[config.mk]
export PLATFORM = sky130hd
export DESIGN_NAME = c_expand_stage
export DESIGN_NICKNAME = d
export VERILOG_FILES = /design/src/rtl/c_pkg.sv /design/src/rtl/c_expander.sv /design/src/rtl/c_expand_stage.sv
export SDC_FILE = /design/constraint.sdc
export NUM_CORES = 1
export LEC_CHECK = 0
export CAP_MARGIN = 20
export CORE_MARGIN = 2
export CORE_UTILIZATION = 55
export DETAILED_ROUTE_END_ITERATION = 8
export PLACE_DENSITY_LB_ADDON = 0.25
export REMOVE_ABC_BUFFERS = 1
export SETUP_SLACK_MARGIN = 0.4
export SYNTH_ARGS = -nofsm -noshare
export SYNTH_HDL_FRONTEND = slang
export SYNTH_SLANG_ARGS = --single-unit
[constraint.sdc]
create_clock -name clk -period 11.39 [get_ports clk]
set_input_delay 1.139 -clock clk [delete_from_list [all_inputs] [get_ports clk]]
set_output_delay 1.139 -clock clk [all_outputs]
set_load 0.05 [all_outputs]
[src/rtl/c_pkg.sv]
// Shared constants, tracker state and instruction-format encoders for the
// compressed-instruction expansion stage.
package c_pkg;

  // RV32I major opcodes
  localparam logic [6:0] OP_IMM = 7'b0010011;
  localparam logic [6:0] OP     = 7'b0110011;
  localparam logic [6:0] LOAD   = 7'b0000011;
  localparam logic [6:0] STORE  = 7'b0100011;
  localparam logic [6:0] BRANCH = 7'b1100011;
  localparam logic [6:0] JAL    = 7'b1101111;
  localparam logic [6:0] JALR   = 7'b1100111;
  localparam logic [6:0] LUI    = 7'b0110111;
  localparam logic [6:0] SYSTEM = 7'b1110011;

  localparam logic [31:0] NOP = 32'h0000_0013;

  // RV32I funct3 values used by the expansions
  localparam logic [2:0] F3_ADD = 3'b000;
  localparam logic [2:0] F3_SLL = 3'b001;
  localparam logic [2:0] F3_W   = 3'b010;
  localparam logic [2:0] F3_XOR = 3'b100;
  localparam logic [2:0] F3_SR  = 3'b101;
  localparam logic [2:0] F3_OR  = 3'b110;
  localparam logic [2:0] F3_AND = 3'b111;
  localparam logic [2:0] F3_BEQ = 3'b000;
  localparam logic [2:0] F3_BNE = 3'b001;

  // Compressed quadrants
  localparam logic [1:0] Q0 = 2'b00;
  localparam logic [1:0] Q1 = 2'b01;
  localparam logic [1:0] Q2 = 2'b10;

  // Compressed funct3 (inst16[15:13]) per quadrant
  localparam logic [2:0] C0_ADDI4SPN = 3'b000;
  localparam logic [2:0] C0_LW       = 3'b010;
  localparam logic [2:0] C0_SW       = 3'b110;
  localparam logic [2:0] C1_ADDI     = 3'b000;
  localparam logic [2:0] C1_JAL      = 3'b001;
  localparam logic [2:0] C1_LI       = 3'b010;
  localparam logic [2:0] C1_LUI      = 3'b011;
  localparam logic [2:0] C1_ALU      = 3'b100;
  localparam logic [2:0] C1_J        = 3'b101;
  localparam logic [2:0] C1_BEQZ     = 3'b110;
  localparam logic [2:0] C1_BNEZ     = 3'b111;
  localparam logic [2:0] C2_SLLI     = 3'b000;
  localparam logic [2:0] C2_LWSP     = 3'b010;
  localparam logic [2:0] C2_JR       = 3'b100;
  localparam logic [2:0] C2_SWSP     = 3'b110;

  typedef enum logic {IDLE = 1'b0, HALF = 1'b1} trk_state_e;

  function automatic logic [31:0] enc_r(input logic [6:0] f7, input logic [4:0] rs2,
                                        input logic [4:0] rs1, input logic [2:0] f3,
                                        input logic [4:0] rd, input logic [6:0] op);
    return {f7, rs2, rs1, f3, rd, op};
  endfunction

  function automatic logic [31:0] enc_i(input logic [11:0] imm, input logic [4:0] rs1,
                                        input logic [2:0] f3, input logic [4:0] rd,
                                        input logic [6:0] op);
    return {imm, rs1, f3, rd, op};
  endfunction

  function automatic logic [31:0] enc_s(input logic [11:0] imm, input logic [4:0] rs2,
                                        input logic [4:0] rs1, input logic [2:0] f3,
                                        input logic [6:0] op);
    return {imm[11:5], rs2, rs1, f3, imm[4:0], op};
  endfunction

  function automatic logic [31:0] enc_b(input logic [12:0] imm, input logic [4:0] rs2,
                                        input logic [4:0] rs1, input logic [2:0] f3,
                                        input logic [6:0] op);
    return {imm[12], imm[10:5], rs2, rs1, f3, imm[4:1], imm[11], op};
  endfunction

  function automatic logic [31:0] enc_u(input logic [19:0] imm, input logic [4:0] rd,
                                        input logic [6:0] op);
    return {imm, rd, op};
  endfunction

  function automatic logic [31:0] enc_j(input logic [20:0] imm, input logic [4:0] rd,
                                        input logic [6:0] op);
    return {imm[20], imm[10:1], imm[11], imm[19:12], rd, op};
  endfunction

endpackage

[src/rtl/c_expander.sv]
// Combinational RV32C -> RV32I expander. Illegal/reserved encodings return
// the raw halfword zero-extended, with illegal_o set.
module c_expander
  import c_pkg::*;
(
  input  logic [15:0] inst16_i,
  output logic [31:0] inst32_o,
  output logic        illegal_o
);

  logic [15:0] c;
  logic [4:0]  rd, rs2, rdp, rs1p;
  logic [11:0] imm_ci, imm_4spn, imm_lw, imm_16sp, imm_lwsp, imm_swsp;
  logic [19:0] imm_lui;
  logic [20:0] imm_j;
  logic [12:0] imm_b;
  logic [31:0] inst_x;
  logic        ill;

  assign c    = inst16_i;
  assign rd   = c[11:7];
  assign rs2  = c[6:2];
  assign rdp  = {2'b01, c[4:2]};
  assign rs1p = {2'b01, c[9:7]};

  assign imm_ci   = {{6{c[12]}}, c[12], c[6:2]};
  assign imm_4spn = {2'b00, c[10:7], c[12:11], c[5], c[6], 2'b00};
  assign imm_lw   = {5'b0, c[5], c[12:10], c[6], 2'b00};
  assign imm_16sp = {{3{c[12]}}, c[4:3], c[5], c[2], c[6], 4'b0000};
  assign imm_lui  = {{14{c[12]}}, c[12], c[6:2]};
  assign imm_lwsp = {4'b0, c[3:2], c[12], c[6:4], 2'b00};
  assign imm_swsp = {4'b0, c[8:7], c[12:9], 2'b00};
  assign imm_j    = {{9{c[12]}}, c[12], c[8], c[10:9], c[6], c[7], c[2], c[11], c[5:3], 1'b0};
  assign imm_b    = {{4{c[12]}}, c[12], c[6:5], c[2], c[11:10], c[4:3], 1'b0};

  // Decode quadrant/funct3 and build the equivalent 32-bit instruction
  always_comb begin
    inst_x = NOP;
    ill    = 1'b0;
    case (c[1:0])
      Q0: begin
        case (c[15:13])
          C0_ADDI4SPN: if (imm_4spn == '0) ill = 1'b1;
                       else inst_x = enc_i(imm_4spn, 5'd2, F3_ADD, rdp, OP_IMM);
          C0_LW:       inst_x = enc_i(imm_lw, rs1p, F3_W, rdp, LOAD);
          C0_SW:       inst_x = enc_s(imm_lw, rdp, rs1p, F3_W, STORE);
          default:     ill = 1'b1;
        endcase
      end
      Q1: begin
        case (c[15:13])
          C1_ADDI: inst_x = enc_i(imm_ci, rd, F3_ADD, rd, OP_IMM);
          C1_JAL:  inst_x = enc_j(imm_j, 5'd1, JAL);
          C1_LI:   inst_x = enc_i(imm_ci, 5'd0, F3_ADD, rd, OP_IMM);
          C1_LUI: begin
            // rd=x2 selects ADDI16SP; both forms reserve a zero immediate
            if (rd == 5'd2) begin
              if (imm_16sp == '0) ill = 1'b1;
              else inst_x = enc_i(imm_16sp, 5'd2, F3_ADD, 5'd2, OP_IMM);
            end else begin
              if (imm_ci == '0) ill = 1'b1;
              else inst_x = enc_u(imm_lui, rd, LUI);
            end
          end
          C1_ALU: begin
            case (c[11:10])
              2'b00: if (c[12]) ill = 1'b1;
                     else inst_x = enc_i({7'b0000000, c[6:2]}, rs1p, F3_SR, rs1p, OP_IMM);
              2'b01: if (c[12]) ill = 1'b1;
                     else inst_x = enc_i({7'b0100000, c[6:2]}, rs1p, F3_SR, rs1p, OP_IMM);
              2'b10: inst_x = enc_i(imm_ci, rs1p, F3_AND, rs1p, OP_IMM);
              default: begin
                if (c[12]) ill = 1'b1;
                else begin
                  case (c[6:5])
                    2'b00:   inst_x = enc_r(7'b0100000, rdp, rs1p, F3_ADD, rs1p, OP);
                    2'b01:   inst_x = enc_r(7'b0000000, rdp, rs1p, F3_XOR, rs1p, OP);
                    2'b10:   inst_x = enc_r(7'b0000000, rdp, rs1p, F3_OR, rs1p, OP);
                    default: inst_x = enc_r(7'b0000000, rdp, rs1p, F3_AND, rs1p, OP);
                  endcase
                end
              end
            endcase
          end
          C1_J:    inst_x = enc_j(imm_j, 5'd0, JAL);
          C1_BEQZ: inst_x = enc_b(imm_b, 5'd0, rs1p, F3_BEQ, BRANCH);
          default: inst_x = enc_b(imm_b, 5'd0, rs1p, F3_BNE, BRANCH);
        endcase
      end
      Q2: begin
        case (c[15:13])
          C2_SLLI: if (c[12]) ill = 1'b1;
                   else inst_x = enc_i({7'b0000000, c[6:2]}, rd, F3_SLL, rd, OP_IMM);
          C2_LWSP: inst_x = enc_i(imm_lwsp, 5'd2, F3_W, rd, LOAD);
          C2_JR: begin
            if (!c[12]) begin
              if (rs2 != 5'd0)     inst_x = enc_r(7'b0, rs2, 5'd0, F3_ADD, rd, OP);
              else if (rd == 5'd0) ill = 1'b1;
              else                 inst_x = enc_i(12'h000, rd, F3_ADD, 5'd0, JALR);
            end else begin
              if (rs2 != 5'd0)     inst_x = enc_r(7'b0, rs2, rd, F3_ADD, rd, OP);
              else if (rd == 5'd0) inst_x = enc_i(12'h001, 5'd0, 3'b000, 5'd0, SYSTEM);
              else                 inst_x = enc_i(12'h000, rd, F3_ADD, 5'd1, JALR);
            end
          end
          C2_SWSP: inst_x = enc_s(imm_swsp, rs2, 5'd2, F3_W, STORE);
          default: ill = 1'b1;
        endcase
      end
      default: ill = 1'b1;
    endcase
  end

  assign illegal_o = ill;
  assign inst32_o  = ill ? {16'h0000, c} : inst_x;

endmodule

[src/rtl/c_expand_stage.sv]
// IF/ID stage register: expands RV32C words, tracks the realigner's
// misaligned bubble/reassembly sequence and provides the sequential PC.
module c_expand_stage
  import c_pkg::*;
#(
  parameter bit          ENABLE_C = 1'b1,
  parameter logic [31:0] RESET_PC = 32'h0000_0000
) (
  input  logic        clk,
  input  logic        reset,
  input  logic [31:0] inst_i,
  input  logic [31:0] pc_i,
  input  logic        misaligned_i,
  input  logic        stall_i,
  input  logic        flush_i,
  output logic [31:0] inst_o,
  output logic [31:0] pc_o,
  output logic [31:0] pc_seq_o,
  output logic        valid_o,
  output logic        is_compressed_o,
  output logic        illegal_o
);

  trk_state_e  state_q, state_d;
  logic [31:0] base_pc_q, base_pc_d;
  logic [31:0] inst_q, inst_d, pc_q, pc_d, pc_seq_q, pc_seq_d;
  logic        valid_q, valid_d, comp_q, comp_d, ill_q, ill_d;

  logic [31:0] exp_inst;
  logic        exp_ill, c_ill, is_c;

  c_expander u_expander (
    .inst16_i  (inst_i[15:0]),
    .inst32_o  (exp_inst),
    .illegal_o (exp_ill)
  );

  assign is_c  = (inst_i[1:0] != 2'b11);
  assign c_ill = !ENABLE_C || exp_ill;

  // Tracker state register
  always_ff @(posedge clk or posedge reset) begin
    if (reset) state_q <= IDLE;
    else       state_q <= state_d;
  end

  // Stage and saved base-PC registers
  always_ff @(posedge clk or posedge reset) begin
    if (reset) begin
      inst_q    <= NOP;
      pc_q      <= RESET_PC;
      pc_seq_q  <= RESET_PC + 32'd4;
      valid_q   <= 1'b0;
      comp_q    <= 1'b0;
      ill_q     <= 1'b0;
      base_pc_q <= '0;
    end else begin
      inst_q    <= inst_d;
      pc_q      <= pc_d;
      pc_seq_q  <= pc_seq_d;
      valid_q   <= valid_d;
      comp_q    <= comp_d;
      ill_q     <= ill_d;
      base_pc_q <= base_pc_d;
    end
  end

  // Next state: flush beats stall beats load; tracker moves on load only
  always_comb begin
    state_d   = state_q;
    base_pc_d = base_pc_q;
    inst_d    = inst_q;
    pc_d      = pc_q;
    pc_seq_d  = pc_seq_q;
    valid_d   = valid_q;
    comp_d    = comp_q;
    ill_d     = ill_q;
    if (flush_i) begin
      state_d  = IDLE;
      inst_d   = NOP;
      pc_d     = pc_i;
      pc_seq_d = pc_i + 32'd4;
      valid_d  = 1'b0;
      comp_d   = 1'b0;
      ill_d    = 1'b0;
    end else if (!stall_i) begin
      if (misaligned_i && state_q == IDLE) begin
        // First half of a straddling instruction: emit a bubble
        state_d   = HALF;
        base_pc_d = pc_i - 32'd2;
        inst_d    = NOP;
        pc_d      = pc_i;
        pc_seq_d  = pc_i + 32'd4;
        valid_d   = 1'b0;
        comp_d    = 1'b0;
        ill_d     = 1'b0;
      end else if (misaligned_i) begin
        state_d  = IDLE;
        inst_d   = inst_i;
        pc_d     = base_pc_q;
        pc_seq_d = base_pc_q + 32'd4;
        valid_d  = 1'b1;
        comp_d   = 1'b0;
        ill_d    = 1'b0;
      end else begin
        // Normal path; also covers an abandoned HALF sequence
        state_d = IDLE;
        pc_d    = pc_i;
        valid_d = 1'b1;
        if (is_c) begin
          inst_d   = c_ill ? {16'h0000, inst_i[15:0]} : exp_inst;
          pc_seq_d = pc_i + 32'd2;
          comp_d   = 1'b1;
          ill_d    = c_ill;
        end else begin
          inst_d   = inst_i;
          pc_seq_d = pc_i + 32'd4;
          comp_d   = 1'b0;
          ill_d    = 1'b0;
        end
      end
    end
  end

  assign inst_o          = inst_q;
  assign pc_o            = pc_q;
  assign pc_seq_o        = pc_seq_q;
  assign valid_o         = valid_q;
  assign is_compressed_o = comp_q;
  assign illegal_o       = ill_q;

endmodule

==> impl_metrics.tcl, run 1 <==
set metrics [dict create \
    critPathRequiredTime_ps 11670 \
    clock_latency_ps 430 \
    worst_slew_pin_slew_ps 1020 \
    ctsResizeCount 0 \
    synth_area_um2 9730 \
    design_area_um2 12000 \
    slowest_stage "nor3b_1" \
    synth_cell_types 85 \
    async_flop_share_pct 100 \
    hold_class "register to register" \
    hold_viol 0 \
    start_util_pct 56.3 \
    synth_compound_area_share_pct 24.3 \
    rsz0062_at_grt "no" \
    numClockSinks 131 \
    ys_seq_elements 131 \
    dieArea_um2 18800 \
    synth_top_family_by_area "compound AO/OA/AOI/OAI gates" \
    ys_seq_area_share_pct 33.7 \
    seqPwrFrac_pct 34.4 \
    core-area_um2 17300 \
    synth_edf_count 0 \
    cts_hold_buf 0 \
    post-dp-hpwl_um 24900 \
    nFillCells 1405 \
    reg2reg_depth 7 \
    synthTopCellsByArea "dfrtp_1, o21ai_0, nand2_1" \
    wl_per_cell_um 23.7 \
    crit_family "simple AND/OR/NAND/NOR gates" \
    p_leak_nw 4.48 \
    drive_gt1_share_pct 6.47 \
    power_density_nw_per_um2 139 \
    cp_cell_sequence "buf_2 > nor3b_1 > nand4_1 > o31ai_2 > nor4_4 > buf_4 > nand2_1 > o21ai_0" \
    synth_xor_xnor_area_share_pct 8.01 \
    place_congestion 1.04 \
    drt_iter0_markers 1441 \
    p_sw_w 0.000599 \
    cts.root.buffer_cell "clkbuf_16" \
    cts_buffer_depth 2 \
    htree_num_levels 4 \
    max_cap_viol_count 0 \
    startpoint_type "input pin" \
    max_clock_freq_mhz 259 \
    totalWireLength_um 36500 \
    yosys.area.top_type "dfrtp_1" \
    combPwrFrac_pct 27.8 \
    grt_pass1_vias 10100 \
    pwr-share-clk_pct 37.8 \
    synth-simple-area-share_pct 23.5 \
    antenna_cells 0 \
    syn_avg_cell_area_um2 8.03 \
    crit_type "input pin to register" \
    yosys_warnings 0 \
    synth_flop_cell "dfrtp_1" \
    report.final.slew_viol_count 0 \
    cts_tree "built" \
    gr-total-overflow 0 \
    worstSetupEndpoint "inst_o[28]" \
    port-buffer-count 167 \
    cpPeakStageDelay_ps 900 \
    p_sw_share_pct 35.9 \
    p_int_w 0.00107 \
    io-pin-count 168 \
    worst-path-stages 8 \
    fin_tns_setup_ps 0 \
    cts_buffers 17 \
    fin_nets 1376 \
    cts_setup_buffers 0 \
    row_count 48 \
    vdd_drop_max_uv 116 \
    setup_viol 0 \
    relSlewSlack_pct 31.9 \
    netlist_instances 1212 \
    antenna_found_initial 0 \
    status "finished clean" \
    yosysTopAreaCellShare_pct 32.7 \
    critPathBufInv 2 \
    first_pass_iters 6 \
    grt_use_total_pct 38.8 \
    synth_common_cells "nand2_1, dfrtp_1, nor2_1, o21ai_0, a21oi_1" \
    synth_mux_area_share_pct 3.82 \
    dpl_cell_area_um2 11400 \
    r2r-start "base_pc_q[2]" \
    finClkSkew_ps 6.97 \
    r2r-end "pc_seq_o[30]" \
    num_vias 10600 \
    crit_arrival_ps 4140 \
    grt_pass1_wl_um 56200 \
    die_w_um 137 \
    drc_errors 0 \
    synth.most_common_cell "nand2_1" \
    period_needed_ps 3860 \
    grt_max_degree 86 \
    fp.dieH_um 137 \
    synthAdderAreaFrac_pct 0.874 \
    drtAntennaViolNets 0 \
    end_kind "register" \
    vias_per_cell 6.91 \
    reg2reg_slack_ps 8750 \
    fin_crit_sh_pct 33.9 \
    area_growth_pct 23.5 \
    clk_pin_slew_ps 60 \
    crit_start "inst_i[15]" \
    worst-path-max-fanout 48 \
]
==> tightest hold or removal path: stages (launching register included) <==
cell and delay [ps]:
dfrtp_1 340, nand2_1 50, nand2_1 60
==> area by class of cell <==
class | instances | area, um2 | share of cell area [%]
multi-input cells | 947 | 5910 | 49.2
inverters | 17 | 68.8 | 0.573
well taps | 225 | 282 | 2.34
clock buffers | 18 | 429 | 3.57
flip-flops and latches | 131 | 3280 | 27.3
repair buffers | 187 | 1820 | 15.1
clock inverters | 14 | 224 | 1.86
==> per-stage QoR <==
step	hold WS [ps]	utilization, %	setup WS, ps	std cells	power, W
global placement	460	65.6	7210	1506	0.00102
CTS	484	69.5	7670	1539	0.00166
detailed placement	469	65.7	7230	1507	0.00103
global route	498	69.5	7400	1539	0.00172
floorplan	481	-	4410	1095	0.000840
finish	478	69.5	7530	1539	0.00167
==> logic make-up (layout without fill, tap and decap cells) <==
group	count (synthesis)	in the layout
multiplexers	37	37
flip-flops	131	131
XOR/XNOR	89	89
AND/OR/NAND/NOR	447	447
AO/OA/AOI/OAI	367	367
buffers and inverters	134	236
adder cells (fa/ha/maj)	7	7
==> sequential cells by signal, summed over array words and instances (netlist names) <==
register and cells:
valid_o 1, pc_seq_o 31, pc_o 32, is_compressed_o 1, base_pc_q 32, illegal_o 1
state_q 1, inst_o 32
==> layer usage <==
layer	up-vias	global-route usage (%)	share of wire [%]
met2	839	62.7	47
met1	4969	48.6	36
met4	0	23.1	6.8
met5	-	0	0
met3	230	6.93	9.9
li1	4594	-	-
==> how the worst min path moves through the flow <==
| stage | startpoint | cells past startpoint | endpoint |
|---|---|---|---|
| 6_report | valid_o | 2 | valid_o |
| 5_1_grt | pc_o[27] | 2 | pc_o[27] |
| 4_1_cts | pc_o[10] | 2 | pc_o[10] |
| 3_5_place_dp | pc_o[10] | 2 | pc_o[10] |
| 3_3_place_gp | pc_o[15] | 2 | pc_o[15] |
| 2_1_floorplan | base_pc_q[0] | 1 | base_pc_q[0] |
==> placed cells by master, fill, tap and decap left out, drive strengths merged, types with 12 or more instances in the layout <==
cell,synthesis,routed
a211oi,14,14
a21oi,86,86
a22oi,28,28
and3,12,12
and4,15,15
buf,35,21
clkbuf,82,18
clkdlybuf4s50,0,166
dfrtp,127,127
inv,17,23
mux2i,36,36
nand2,129,129
nand2b,12,12
nand3,43,43
nand4,20,20
nor2,104,104
nor3,34,34
nor4,20,20
o211ai,16,16
o21ai,107,107
o22ai,13,13
xnor2,50,50
xor2,39,39
==> power by group through the flow <==
stage / Combinational, W / Clock (W) / Sequential [W]
after global routing: 0.000491 / 0.000649 / 0.000581
after global placement: 0.000446 / 0 / 0.000578
after detailed placement: 0.000452 / 0 / 0.000581
final: 0.000464 / 0.000631 / 0.000575
after floorplan: 0.000171 / 0 / 0.000669
after CTS: 0.000456 / 0.000633 / 0.000573
No activity file was read; power rests on OpenSTA's default activity.
==> run 2, diff against run 1 <==
Clock period 11.39 ns to 3.57 ns, I/O delays scaled along.
==> impl_metrics.tcl, run 2 (synthesized netlist as in run 1, its figures left out) <==
set metrics [dict create \
    io-pin-count 168 \
    grt_max_degree 75 \
    crit_arrival_ps 3130 \
    drtAntennaViolNets 0 \
    hold_viol 0 \
    htree_num_levels 4 \
    fin_crit_sh_pct 79.1 \
    dp_cells 1564 \
    cts_buffer_depth 2 \
    worst_slew_pin_slew_ps 854 \
    cts_buffers 17 \
    wl_per_cell_um 23.2 \
    drc_errors 0 \
    vdd_drop_max_uv 351 \
    first_pass_iters 9 \
    antenna_cells 0 \
    p_leak_nw 4.75 \
    die_w_um 137 \
    critPathRequiredTime_ps 3880 \
    post_layout_nonfiller_instances 1595 \
    cts_tree "built" \
    final_cell_mix "clkdlybuf4s50_1, nand2_1, dfrtp_1" \
    drt_iter0_markers 1541 \
    dp_slack_ps 432 \
    slowest_stage "clkdlybuf4s50_1" \
    report.final.slew_viol_count 0 \
    core-area_um2 17300 \
    place_congestion 1.02 \
    cts_hold_buf 0 \
    startpoint_type "input pin" \
    grt_pass1_vias 10600 \
    fin_nets 1433 \
    power_density_nw_per_um2 419 \
    fp.dieH_um 137 \
    start_util_pct 56.3 \
    grt_use_total_pct 40.1 \
    worst-path-max-fanout 10 \
    cts_setup_buffers 0 \
    gr-total-overflow 0 \
    final_util_pct 72.2 \
    period_needed_ps 2830 \
    antenna_found_initial 0 \
    drive_gt1_share_pct 10.3 \
    num_vias 10900 \
    hold_class "input pin to async pin" \
    rsz0062_at_grt "no" \
    whs_ps 426 \
    end_kind "register" \
    power_w 0.00523 \
    cpPeakStageDelay_ps 750 \
    totalWireLength_um 37000 \
    clk_pin_slew_ps 70 \
    ctsResizeCount 0 \
    numClockSinks 131 \
    setup_viol 0 \
    max_clock_freq_mhz 354 \
    row_count 48 \
    relSlewSlack_pct 42.4 \
    max_cap_viol_count 0 \
    reg2reg_depth 7 \
    area_growth_pct 28.4 \
    port-buffer-count 167 \
    status "finished clean" \
    post-dp-hpwl_um 26400 \
    layout_commonest_cell "clkdlybuf4s50_1" \
    vias_per_cell 6.82 \
    dieArea_um2 18800 \
    finClkSkew_ps 14.0 \
    grt_pass1_wl_um 57900 \
    crit_type "input pin to register" \
    cts.root.buffer_cell "clkbuf_16" \
    cp_cell_sequence "clkdlybuf4s50_1 > ha_1 > nand4_1 > nor2_1 > nand3_1 > o311a_1 > a221o_1 > a211o_1" \
    clock_latency_ps 430 \
    finalWorstSetupSlack_ps 745 \
]
==> run 2: cell count changes in the layout (fill, tap and decap cells not counted), moves of 2 or more <==
cell	delta
buf_4	+51
buf_12	+7
inv_6	-6
clkinv_4	+3
bufinv_16	-2
clkbuf_8	+2
clkinvlp_4	+2
==> run 2: worst max-delay path: cells and delay by family <==
family                   cells  cell delay (ps)
buffers and inverters        1              750
adder cells (fa/ha/maj)      1              370
AND/OR/NAND/NOR              3              750
AO/OA/AOI/OAI                3              900
==> run 2: layout make-up <==
type	count	area, um2
Clock inverter	12	158
Fill cell	1327	4800
Multi-Input combinational cell	947	5910
Timing Repair Buffer	244	2340
Sequential cell	131	3280
Tap cell	225	282
Inverter	17	68.8
Clock buffer	19	453
==> run 2: final timing paths <==
path,from,endpoint,slack [ps]
setup / recovery,pc_i[2],pc_seq_o[30],740
hold / removal,reset,inst_o[2],430
setup reg to reg,base_pc_q[3],pc_seq_o[28],990
hold reg to reg,pc_o[18],pc_o[18],480
max in group asynchronous,reset,pc_seq_o[14],2390
min in group clk,pc_o[18],pc_o[18],480
==> run 2: metal layers <==
layer | global-route usage, % | part of all wire (%)
met5 | 0 | 0
met1 | 48.7 | 37
met4 | 24.1 | 6.3
met3 | 7.52 | 9.8
met2 | 65.8 | 47
==> run 2: per-stage QoR <==
stage | cell area, um2 | TNS, ps
3_5_place_dp | 11900 | 0
6_report | 12500 | 0
3_3_place_gp | 11900 | 0
2_1_floorplan | 9240 | -186990
4_1_cts | 12500 | 0
5_1_grt | 12500 | 0
==> run 2: power breakdown <==
part | switching [W] | internal [W] | total, W
clock | 0.000726 | 0.00113 | 0.00186
sequential | 0.000184 | 0.00165 | 0.00183
combinational | 0.000977 | 0.000559 | 0.00154
total | 0.00189 | 0.00334 | 0.00523
